`config.mk`:
```
export PLATFORM = sky130hd
export DESIGN_NAME = mesh_term_tx
export DESIGN_NICKNAME = d
export VERILOG_FILES = /design/src/rtl/mesh_term_tx.sv
export SDC_FILE = /design/constraint.sdc
export NUM_CORES = 1
export LEC_CHECK = 0
export CAP_MARGIN = 40
export CORE_MARGIN = 4
export CORE_UTILIZATION = 50
export DETAILED_ROUTE_END_ITERATION = 7
export PLACE_DENSITY = 0.81
export SYNTH_ARGS = -nofsm -noshare
export SYNTH_HDL_FRONTEND = slang
export SYNTH_SLANG_ARGS = --single-unit
```
`constraint.sdc`:
```
create_clock -name clk -period 5.1 [get_ports clk]
set_input_delay 1.02 -clock clk [delete_from_list [all_inputs] [get_ports clk]]
set_output_delay 1.02 -clock clk [all_outputs]
set_load 0.02 [all_outputs]
```
`src/rtl/mesh_term_tx.sv`:
```
// Terminal-side transmitter for one external mesh port: assembles user packets,
// queues them in a FIFO and presents the head to the router with a pending/pop handshake.
module mesh_term_tx #(
    parameter int ROWS       = 4,
    parameter int COLUMS     = 4,
    parameter int pckg_sz    = 40,
    parameter int fifo_depth = 8,
    parameter int id_row     = 0,
    parameter int id_column  = 0,
    parameter int GAP        = 0
) (
    input  logic               clk,
    input  logic               reset,
    input  logic               usr_push,
    input  logic [3:0]         usr_row,
    input  logic [3:0]         usr_col,
    input  logic               usr_mode,
    input  logic [pckg_sz-18:0] usr_payload,
    output logic               usr_full,
    output logic               pndng_i_in,
    output logic [pckg_sz-1:0] data_out_i_in,
    input  logic               popin,
    output logic [15:0]        tx_count,
    output logic [15:0]        drop_count
);

    localparam int AW = (fifo_depth > 1) ? $clog2(fifo_depth) : 1;
    localparam int CW = $clog2(fifo_depth + 1);

    localparam logic [1:0] S_EMPTY = 2'd0;
    localparam logic [1:0] S_PEND  = 2'd1;
    localparam logic [1:0] S_GAPW  = 2'd2;

    logic [pckg_sz-1:0] r_mem [fifo_depth];
    logic [AW-1:0]      r_wr_ptr, r_rd_ptr;
    logic [CW-1:0]      r_count;
    logic               r_full;
    logic [1:0]         r_state;
    logic [3:0]         r_gap_cnt;
    logic [15:0]        r_tx_cnt, r_drop_cnt;

    logic               w_row_edge, w_col_edge, w_is_self, w_dst_ok;
    logic               w_wr, w_rd, w_drop;
    logic [CW-1:0]      w_count_nxt;
    logic [pckg_sz-1:0] w_pkt;

    assign w_row_edge = (usr_row == 4'd0 || usr_row == 4'(ROWS + 1)) &&
                        usr_col >= 4'd1 && usr_col <= 4'(COLUMS);
    assign w_col_edge = (usr_col == 4'd0 || usr_col == 4'(COLUMS + 1)) &&
                        usr_row >= 4'd1 && usr_row <= 4'(ROWS);
    // The own address gets no special treatment: it is sent iff it is a legal edge address.
    assign w_is_self  = (usr_row == 4'(id_row)) && (usr_col == 4'(id_column));
    assign w_dst_ok   = w_row_edge || w_col_edge || (w_is_self && (w_row_edge || w_col_edge));

    assign w_pkt  = {8'h00, usr_row, usr_col, usr_mode, usr_payload};

    // Full is judged on the registered flag, so a same-cycle pop cannot rescue a push.
    assign w_wr   = usr_push && w_dst_ok && !r_full;
    assign w_drop = usr_push && !w_wr;
    assign w_rd   = (r_state == S_PEND) && popin;

    assign w_count_nxt = r_count + CW'(w_wr) - CW'(w_rd);

    always_ff @(posedge clk or negedge reset) begin
        if (!reset) begin
            for (int i = 0; i < fifo_depth; i++) r_mem[i] <= '0;
            r_wr_ptr <= '0;
            r_rd_ptr <= '0;
            r_count  <= '0;
            r_full   <= 1'b0;
        end else begin
            if (w_wr) begin
                r_mem[r_wr_ptr] <= w_pkt;
                r_wr_ptr        <= r_wr_ptr + AW'(1);
            end
            if (w_rd) r_rd_ptr <= r_rd_ptr + AW'(1);
            r_count <= w_count_nxt;
            r_full  <= (w_count_nxt == CW'(fifo_depth));
        end
    end

    always_ff @(posedge clk or negedge reset) begin
        if (!reset) begin
            r_state   <= S_EMPTY;
            r_gap_cnt <= '0;
        end else begin
            case (r_state)
                S_EMPTY: if (r_count != '0) r_state <= S_PEND;
                S_PEND: begin
                    if (popin) begin
                        if (GAP > 0) begin
                            r_state   <= S_GAPW;
                            r_gap_cnt <= 4'(GAP);
                        end else if (w_count_nxt == '0) begin
                            r_state <= S_EMPTY;
                        end
                    end
                end
                S_GAPW: begin
                    if (r_gap_cnt <= 4'd1) r_state <= (r_count != '0) ? S_PEND : S_EMPTY;
                    else                   r_gap_cnt <= r_gap_cnt - 4'd1;
                end
                default: r_state <= S_EMPTY;
            endcase
        end
    end

    always_ff @(posedge clk or negedge reset) begin
        if (!reset) begin
            r_tx_cnt   <= '0;
            r_drop_cnt <= '0;
        end else begin
            if (w_rd && r_tx_cnt != 16'hFFFF)     r_tx_cnt   <= r_tx_cnt + 16'd1;
            if (w_drop && r_drop_cnt != 16'hFFFF) r_drop_cnt <= r_drop_cnt + 16'd1;
        end
    end

    assign usr_full      = r_full;
    assign pndng_i_in    = (r_state == S_PEND);
    assign data_out_i_in = pndng_i_in ? r_mem[r_rd_ptr] : '0;
    assign tx_count      = r_tx_cnt;
    assign drop_count    = r_drop_cnt;

endmodule

```
==> results of run 1 <==
==> worst max-delay path, stage by stage, from the launching register on <==
cell             delay (ps)
dfrtp_4                 790
buf_4                   400
mux4_2                  540
mux2i_1                 250
nor2b_1                  80
clkdlybuf4s50_1         540
==> per-layer routing <==
layer  track usage [%]  vias up  share of wire (%)
met5                 0        -              0.027
met4              3.99        2                2.1
met3              2.87       45                4.3
met2              32.4      189                 49
met1              27.2     4240                 45
li1                  -     3513                  -
==> area by class of cell <==
cell class | count | area, um2
Inverter | 11 | 41.3
Multi-Input combinational cell | 542 | 6020
Clock buffer | 43 | 891
Sequential cell | 300 | 7510
Timing Repair Buffer | 122 | 1250
Fill cell | 2050 | 10700
Clock inverter | 13 | 215
Tap cell | 372 | 465
==> per-stage QoR <==
step	hold WS [ps]	power [mW]	instance area, um2
floorplan	448	5.11	13900
global placement	463	5.96	15300
detailed placement	473	6.04	15300
CTS	487	8.50	16400
global route	498	8.83	16400
finish	483	8.41	16400
==> worst min-delay path by stage <==
| stage | start | to | cells after the start |
|---|---|---|---|
| after floorplan | r_mem[227]$_DFFE_PN0P_ | r_mem[227]$_DFFE_PN0P_ | 1 |
| after global placement | r_mem[104]$_DFFE_PN0P_ | r_mem[104]$_DFFE_PN0P_ | 1 |
| after detailed placement | r_mem[311]$_DFFE_PN0P_ | r_mem[311]$_DFFE_PN0P_ | 1 |
| after CTS | r_mem[26]$_DFFE_PN0P_ | r_mem[26]$_DFFE_PN0P_ | 1 |
| after global routing | r_mem[26]$_DFFE_PN0P_ | r_mem[26]$_DFFE_PN0P_ | 1 |
| final | r_mem[311]$_DFFE_PN0P_ | r_mem[311]$_DFFE_PN0P_ | 1 |
==> power groups by stage <==
stage          Combinational [mW]  Sequential (mW)  Clock, mW
6_report                     2.53             3.46       2.42
3_5_place_dp                 2.55             3.49          0
3_3_place_gp                 2.49             3.46          0
4_1_cts                      2.57             3.46       2.47
2_1_floorplan                1.84             3.27          0
5_1_grt                      2.73             3.55       2.55
==> layout by cell type, fill, tap and decap left out, drive strengths merged, types with 6 or more instances in the layout <==
master         synthesis  layout
xor2                  12      12
inv                   11      11
clkdlybuf4s50          0     100
nor3                   8       8
mux2i                 32      32
ha                     9       9
mux2                 243     243
nand2                 17      17
clkbuf                20      43
clkinv                 0       7
and2                   7       7
nand4                 16      16
nor2b                 42      42
dfrtp                300     300
conb                   1       8
nand3                  9       9
mux4                  64      64
bufinv                 0       6
buf                   48      22
xnor2                 26      26
and3                   9       9
==> flip-flops by register name, indices dropped and copies added (netlist names) <==
signal      flops
r_mem         256
r_wr_ptr        3
r_rd_ptr        3
r_count         4
usr_full        1
r_state         1
drop_count     16
tx_count       16
==> logic make-up after synthesis <==
| kind of cell | count (synthesis) | share of synthesized area, % |
|---|---|---|
| xor gates and xnor gates | 38 | 2.40 |
| DFF | 300 | 54.1 |
| and+or+nand+nor | 136 | 5.99 |
| muxes | 339 | 33.2 |
| adders and majority gates | 10 | 0.956 |
| other | 1 | 0.0270 |
| buffers and inverters | 79 | 2.82 |
| AOI/OAI and AO/OA | 11 | 0.496 |
==> flow_summary.ini, run 1 <==
[yosys]
synthCells = 914
synth.most_common_cell = dfrtp_1
syn_avg_cell_area_um2 = 15.2
syn_area_um2 = 13900
ys_seq_area_share_pct = 54.1
synth_ff_type = dfrtp_1
synthArstFlopShare_pct = 100
synth-edff-count = 0
synth_top_cell_by_area = dfrtp_1
yosys-top-cells-area = dfrtp_1, mux2_2, mux4_2
synth_commonest_cells = dfrtp_1, mux2_2, mux4_2
synth_cell_type_count = 45
yosys_warnings = 0
synth_top_area_share_pct = 54.1
synth_seq_cells = 300

[clock_tree]
postCtsHoldBufs = 0
clock_latency_ps = 540
cts.htree.levels = 1
cts_tree = yes
path_clk_slew_ps = 60
ctsResizeCount = 0
clock-sinks = 300
post_cts_buffers = 0
clk_path_buf_depth = 3
clock-root-buffer = clkbuf_16
cts_buffers = 30

[grt]
grt_usage_pct = 19.3
grt_start_max_net_pins = 110
grt_overflow_total = 0
grt_pass1_vias = 8597
antenna_found_initial = 1
grt_pass1_wl_mm = 47.6

[route]
first_pass_iters = 4
ant_nets = 0
drc_errors = 0
drt_wl_total_mm = 29.1
num_vias = 7989
via_per_inst = 5.69
drt_iter0_drc = 453
post_drt_wl_per_cell_um = 20.7

[power_and_ir_drop]
p_comb_share_pct = 30.1
power.density_nw_per_um2 = 513
power_frac_clock_pct = 28.7
internal-power_mw = 5.91
peakVddDrop_v = 0.000355
cellLeakagePower_nw = 7.74
swShare_pct = 29.8
seqPwrFrac_pct = 41.2
p_switching_mw = 2.51

[timing]
rsz0062_at_grt = no
setup_tns_ps = 0
hold_viol_final = 0
final-max-slew-violation-count = 0
maxSlewHeadroom_pct = 43.9
tightest_slew_ps = 841
setup_viol = 0
worst_slack_ps = 936
min_period_ps = 4160
finalCritPeriodShare_pct = 81.7
fin_worst_skew_ps = 11.9
fmax_mhz = 240

[worst_setup_path]
reg2reg_depth = 10
crit_type = reg -> out
timing.rr.end = r_state[0]$_DFFE_PN0P_
critPathRequiredTime_ps = 4080
start_kind = register
startpoint = r_rd_ptr[0]$_DFFE_PN0P_
r2r-start = r_state[0]$_DFFE_PN0P_
crit_fanout = 27
endpoint = data_out_i_in[26]
r2r_setup_slack_ps = 2130
crit_arrival_ps = 3140
endpoint_kind = output pin

[placed_design]
port_buffers = 101
dpl.hpwl_mm = 17.9
numPlacedInstances = 1347
place.gp.congestion = 0.836
place_ws_ps = 697

[finish]
finish.utilization_pct = 60.5
nets = 1053
drive_above_1_share_pct = 36.7
instances_no_fill = 1403
num_antenna_cells = 0
syn_to_final_growth_pct = 18.2

[job]
max-cap-violations = 0

[die]
core_area_um2 = 27100
start_util_pct = 51.2
rows = 60
ios = 110
die_h_um = 175
die_area_um2 = 30500
die_x_um = 175

[min_path]
hp-class = reg -> reg

[run_status]
outcome = completed
Power figures use the tool's default switching activity.
==> run 2, diff against run 1 <==
- PLACE_DENSITY: 0.81 -> 0.84
- clock period: 5.1 -> 3.76 ns (I/O delays scaled with it)
==> flow_summary.ini, run 2 (synthesized netlist as in run 1, its figures left out) <==
[worst_setup_path]
reg2reg_depth = 11
r2r_setup_slack_ps = 1290
endpoint_kind = output pin
crit_arrival_ps = 2890
crit_fanout = 22
r2r-start = usr_full$_DFF_PN0_
start_kind = register
timing.rr.end = r_state[0]$_DFFE_PN0P_
crit_type = reg -> out
critPathRequiredTime_ps = 3010

[timing]
rsz0062_at_grt = no
tightest_slew_ps = 823
fin_worst_skew_ps = 13.5
min_period_ps = 3640
final-max-slew-violation-count = 0
setup_viol = 0
fmax_mhz = 275
maxSlewHeadroom_pct = 45.1
hold_viol_final = 0
finalCritPeriodShare_pct = 96.7
setup_tns_ps = 0

[clock_tree]
clock-sinks = 300
clk_path_buf_depth = 3
cts_tree = yes
cts.htree.levels = 1
cts_buffers = 30
path_clk_slew_ps = 60
clock-root-buffer = clkbuf_16
clock_latency_ps = 540

[finish]
multi_input_area_um2 = 6020
largest_register_ffs = 256
regArea_um2 = 7510
instances_no_fill = 1425
syn_to_final_growth_pct = 19.9
num_antenna_cells = 0
regMostFlops = r_mem
drive_above_1_share_pct = 37.9
layout_commonest_cell = dfrtp_1
mostFrequentLayoutCells = dfrtp_1, mux2_2, clkdlybuf4s50_1
nets = 1075
final.fill_count = 1994

[route]
via_per_inst = 5.64
post_drt_wl_per_cell_um = 20.5
ant_nets = 0
drt_iter0_drc = 419
drt_wl_total_mm = 29.2
drc_errors = 0
first_pass_iters = 4
num_vias = 8033

[grt]
grt_pass1_vias = 8929
grt_usage_pct = 19.4
antenna_found_initial = 0
grt_pass1_wl_mm = 48.4
grt_overflow_total = 0
grt_start_max_net_pins = 109

[die]
ios = 110
die_x_um = 175
start_util_pct = 51.2
core_area_um2 = 27100
rows = 60
die_area_um2 = 30500
die_h_um = 175

[placed_design]
port_buffers = 101
dpl.hpwl_mm = 18.2
place.gp.congestion = 0.848
numPlacedInstances = 1365

[power_and_ir_drop]
cellLeakagePower_nw = 7.87
power.density_nw_per_um2 = 687
peakVddDrop_v = 0.000435

[job]
max-cap-violations = 0

[run_status]
outcome = completed

[min_path]
hp-class = in -> async
run 2: cell types whose count changed in the layout (fill, tap and decap cells not counted):
cell        previous run  this run
buf_4                 15        27
buf_12                 6        16
bufinv_16              6         4
clkbuf_1               5         6
clkinvlp_4             0         2
clkbuf_8               7         6
run 2: layer usage:
layer	up-vias	share of wire [%]	routed length, um	GRT usage [%]
li1	3547	-	-	-
met1	4279	45	13000	27.2
met2	170	49	14400	32.2
met3	37	4.0	1180	3.31
met4	0	1.9	547	4.03
met5	-	0	0	0
run 2: worst max path at each step:
| stage | startpoint | to | slack (ps) | depth (start not counted) |
|---|---|---|---|---|
| after floorplan | usr_row[2] | r_state[0]$_DFFE_PN0P_ | 570 | 14 |
| after global placement | usr_row[3] | r_state[0]$_DFFE_PN0P_ | 340 | 13 |
| after detailed placement | usr_row[3] | r_state[0]$_DFFE_PN0P_ | 270 | 13 |
| after CTS | r_rd_ptr[0]$_DFFE_PN0P_ | data_out_i_in[22] | 20 | 5 |
| after global routing | r_rd_ptr[1]$_DFFE_PN0P_ | data_out_i_in[0] | 60 | 5 |
| final | r_rd_ptr[1]$_DFFE_PN0P_ | data_out_i_in[0] | 120 | 5 |
run 2: layout make-up:
cell class | count | share of cell area, %
clock buffer | 43 | 5.30
clock inverter | 13 | 1.02
inverter | 11 | 0.248
multi-input combinational | 542 | 36.2
sequential | 300 | 45.2
tap | 372 | 2.80
timing repair buffer | 144 | 9.25
run 2: critical path, cell delays in order (launching register included):
cell	delay [ps]
dfrtp_2	790
buf_4	320
mux4_2	210
mux2i_1	70
nor2b_1	280
clkdlybuf4s50_1	670
run 2: where the power goes:
part | internal [mW] | switching, mW | leakage [nW]
Clock | 1.90 | 1.22 | 0.516
Combinational | 2.12 | 1.59 | 3.29
Sequential | 3.99 | 0.604 | 4.06
Total | 8.01 | 3.42 | 7.87
run 2: stage by stage:
stage,util [%],setup WS (ps),cell area (um2),hold WS [ps],power (mW)
CTS,61.2,17.2,16600,297,11.5
floorplan,-,567,13900,448,6.93
global route,61.4,60.8,16600,326,12.0
detailed placement,57.3,265,15500,469,8.30
global placement,57.3,338,15500,463,8.17
finish,61.4,123,16600,273,11.4
run 2: what timing repair did:
action | 4_1_cts | 5_1_grt
setup endpoints to repair | 0 | 2
hold buffers | 0 | 0
gates resized for setup | 0 | 0
setup buffers | 0 | 4
==> run 3, diff against run 2 <==
- clock period: 3.76 -> 3.1 ns (I/O delays scaled with it)
==> flow_summary.ini, run 3 (synthesized netlist as in run 1, its figures left out) <==
[run_status]
outcome = completed

[finish]
layout_commonest_cell = dfrtp_1
regMostFlops = r_mem
final_area_um2 = 16800
mostFrequentLayoutCells = dfrtp_1, mux2_2, clkdlybuf4s50_1
finish.utilization_pct = 62.1
largest_register_ffs = 256
syn_to_final_growth_pct = 21.4
drive_above_1_share_pct = 39.4
final.fill_count = 1969
instances_no_fill = 1430
nets = 1086
num_antenna_cells = 0

[clock_tree]
clock_latency_ps = 540
cts_tree = yes
clock-sinks = 300
clk_path_buf_depth = 3
path_clk_slew_ps = 60
postCtsHoldBufs = 0
cts_buffers = 30
cts.htree.levels = 1
clock-root-buffer = clkbuf_16

[power_and_ir_drop]
seqPwrFrac_pct = 38.8
p_switching_mw = 4.25
internal-power_mw = 9.97
power_mw = 14.2
power_frac_clock_pct = 28.0
power.density_nw_per_um2 = 844
peakVddDrop_v = 0.000548
cellLeakagePower_nw = 8.06
swShare_pct = 29.9
p_comb_share_pct = 33.2

[timing]
fin_worst_skew_ps = 6.53
finalCritPeriodShare_pct = 98.7
hold_viol_final = 0
final-max-slew-violation-count = 0
tightest_slew_ps = 646
min_period_ps = 3060
rsz0062_at_grt = yes
setup_viol = 0
fmax_mhz = 327
maxSlewHeadroom_pct = 56.9

[die]
die_h_um = 175
rows = 60
start_util_pct = 51.2
die_x_um = 175
core_area_um2 = 27100
ios = 110
die_area_um2 = 30500

[grt]
grt_start_max_net_pins = 77
antenna_found_initial = 3
grt_overflow_total = 0
grt_usage_pct = 19.6
grt_pass1_wl_mm = 48.3
grt_pass1_vias = 8928

[route]
drt_wl_total_mm = 30.2
drc_errors = 0
post_drt_wl_per_cell_um = 21.1
ant_nets = 0
via_per_inst = 5.73
first_pass_iters = 4
num_vias = 8187
drt_iter0_drc = 510

[placed_design]
dpl.hpwl_mm = 18.5
numPlacedInstances = 1370
port_buffers = 101
place.gp.congestion = 0.859
dpl_cell_area_um2 = 15700

[worst_setup_path]
critPathRequiredTime_ps = 2480
crit_fanout = 15
crit_type = reg -> out
start_kind = register
crit_arrival_ps = 2440
endpoint_kind = output pin

[min_path]
hp-class = in -> async

[job]
max-cap-violations = 0
run 3: changes by cell type in the layout (fill, tap and decap cells not counted), moves of 3 or more:
cell             delta
clkdlybuf4s50_1    -32
dlygate4sd2_1      +23
buf_12              +7
mux2i_1             -6
buf_4               +5
clkdlybuf4s15_1     +5
clkinv_2            -4
mux2i_2             +4
bufinv_16           +3
run 3: repair_timing:
item / CTS / global route
buffers inserted: 7 / 4
pin swaps: 0 / 1
gates resized for setup: 48 / 14
endpoints found under the setup margin: 30 / 17
run 3: stage by stage:
stage	hold slack [ps]	setup slack [ps]	TNS, ps
final	47.2	41.1	0
after global routing	90.7	-22.6	-40.3
after CTS	63.7	-0.546	-0.546
after detailed placement	469	-325	-8300
after global placement	463	-214	-4460
after floorplan	324	39.0	0
run 3: power groups by stage:
stage               sequential (mW)  clock [mW]  combinational (mW)
detailed placement             5.55           0                4.67
finish                         5.51        3.98                4.72
CTS                            5.49        4.04                4.71
global placement               5.50           0                4.55
global route                   5.61        4.21                5.07
floorplan                      5.38           0                3.02
run 3: area by class of cell:
class                   count  area (um2)  share of cell area, %
flip-flops and latches    300        7510                   44.6
multi-input cells         542        6070                   36.0
repair buffers            155        1670                   9.91
clock buffers              40         860                   5.10
well taps                 372         465                   2.76
clock inverters            10         225                   1.34
inverters                  11        41.3                  0.245
run 3: layer usage:
layer / global-route usage [%] / vias up / wire (um)
met3: 3.46 / 63 / 1770
li1: - / 3563 / -
met4: 5.43 / 6 / 697
met5: 0 / - / 47
met2: 32.7 / 236 / 14800
met1: 26.8 / 4319 / 12900
run 3: path summary, 6_finish.rpt:
check | start | end | slack, ps | depth (start not counted)
worst max register to register | r_state[0]$_DFFE_PN0P_ | r_state[0]$_DFFE_PN0P_ | 570 | 10
worst min-delay path | reset | r_mem[206]$_DFFE_PN0P_ | 50 | 1
max in group asynchronous | reset | r_rd_ptr[0]$_DFFE_PN0P_ | 2120 | 2
worst min register to register | r_mem[29]$_DFFE_PN0P_ | r_mem[29]$_DFFE_PN0P_ | 480 | 1
worst max-delay path | r_rd_ptr[0]$_DFFE_PN0P_ | data_out_i_in[1] | 40 | 5
min in group clk | r_mem[29]$_DFFE_PN0P_ | r_mem[29]$_DFFE_PN0P_ | 480 | 1
run 3: critical path, stage by stage, from the launching register on:
cell           delay [ps]
dfrtp_4               490
buf_12                190
mux4_2                540
mux2i_2               270
nor2b_1                80
dlygate4sd2_1         320
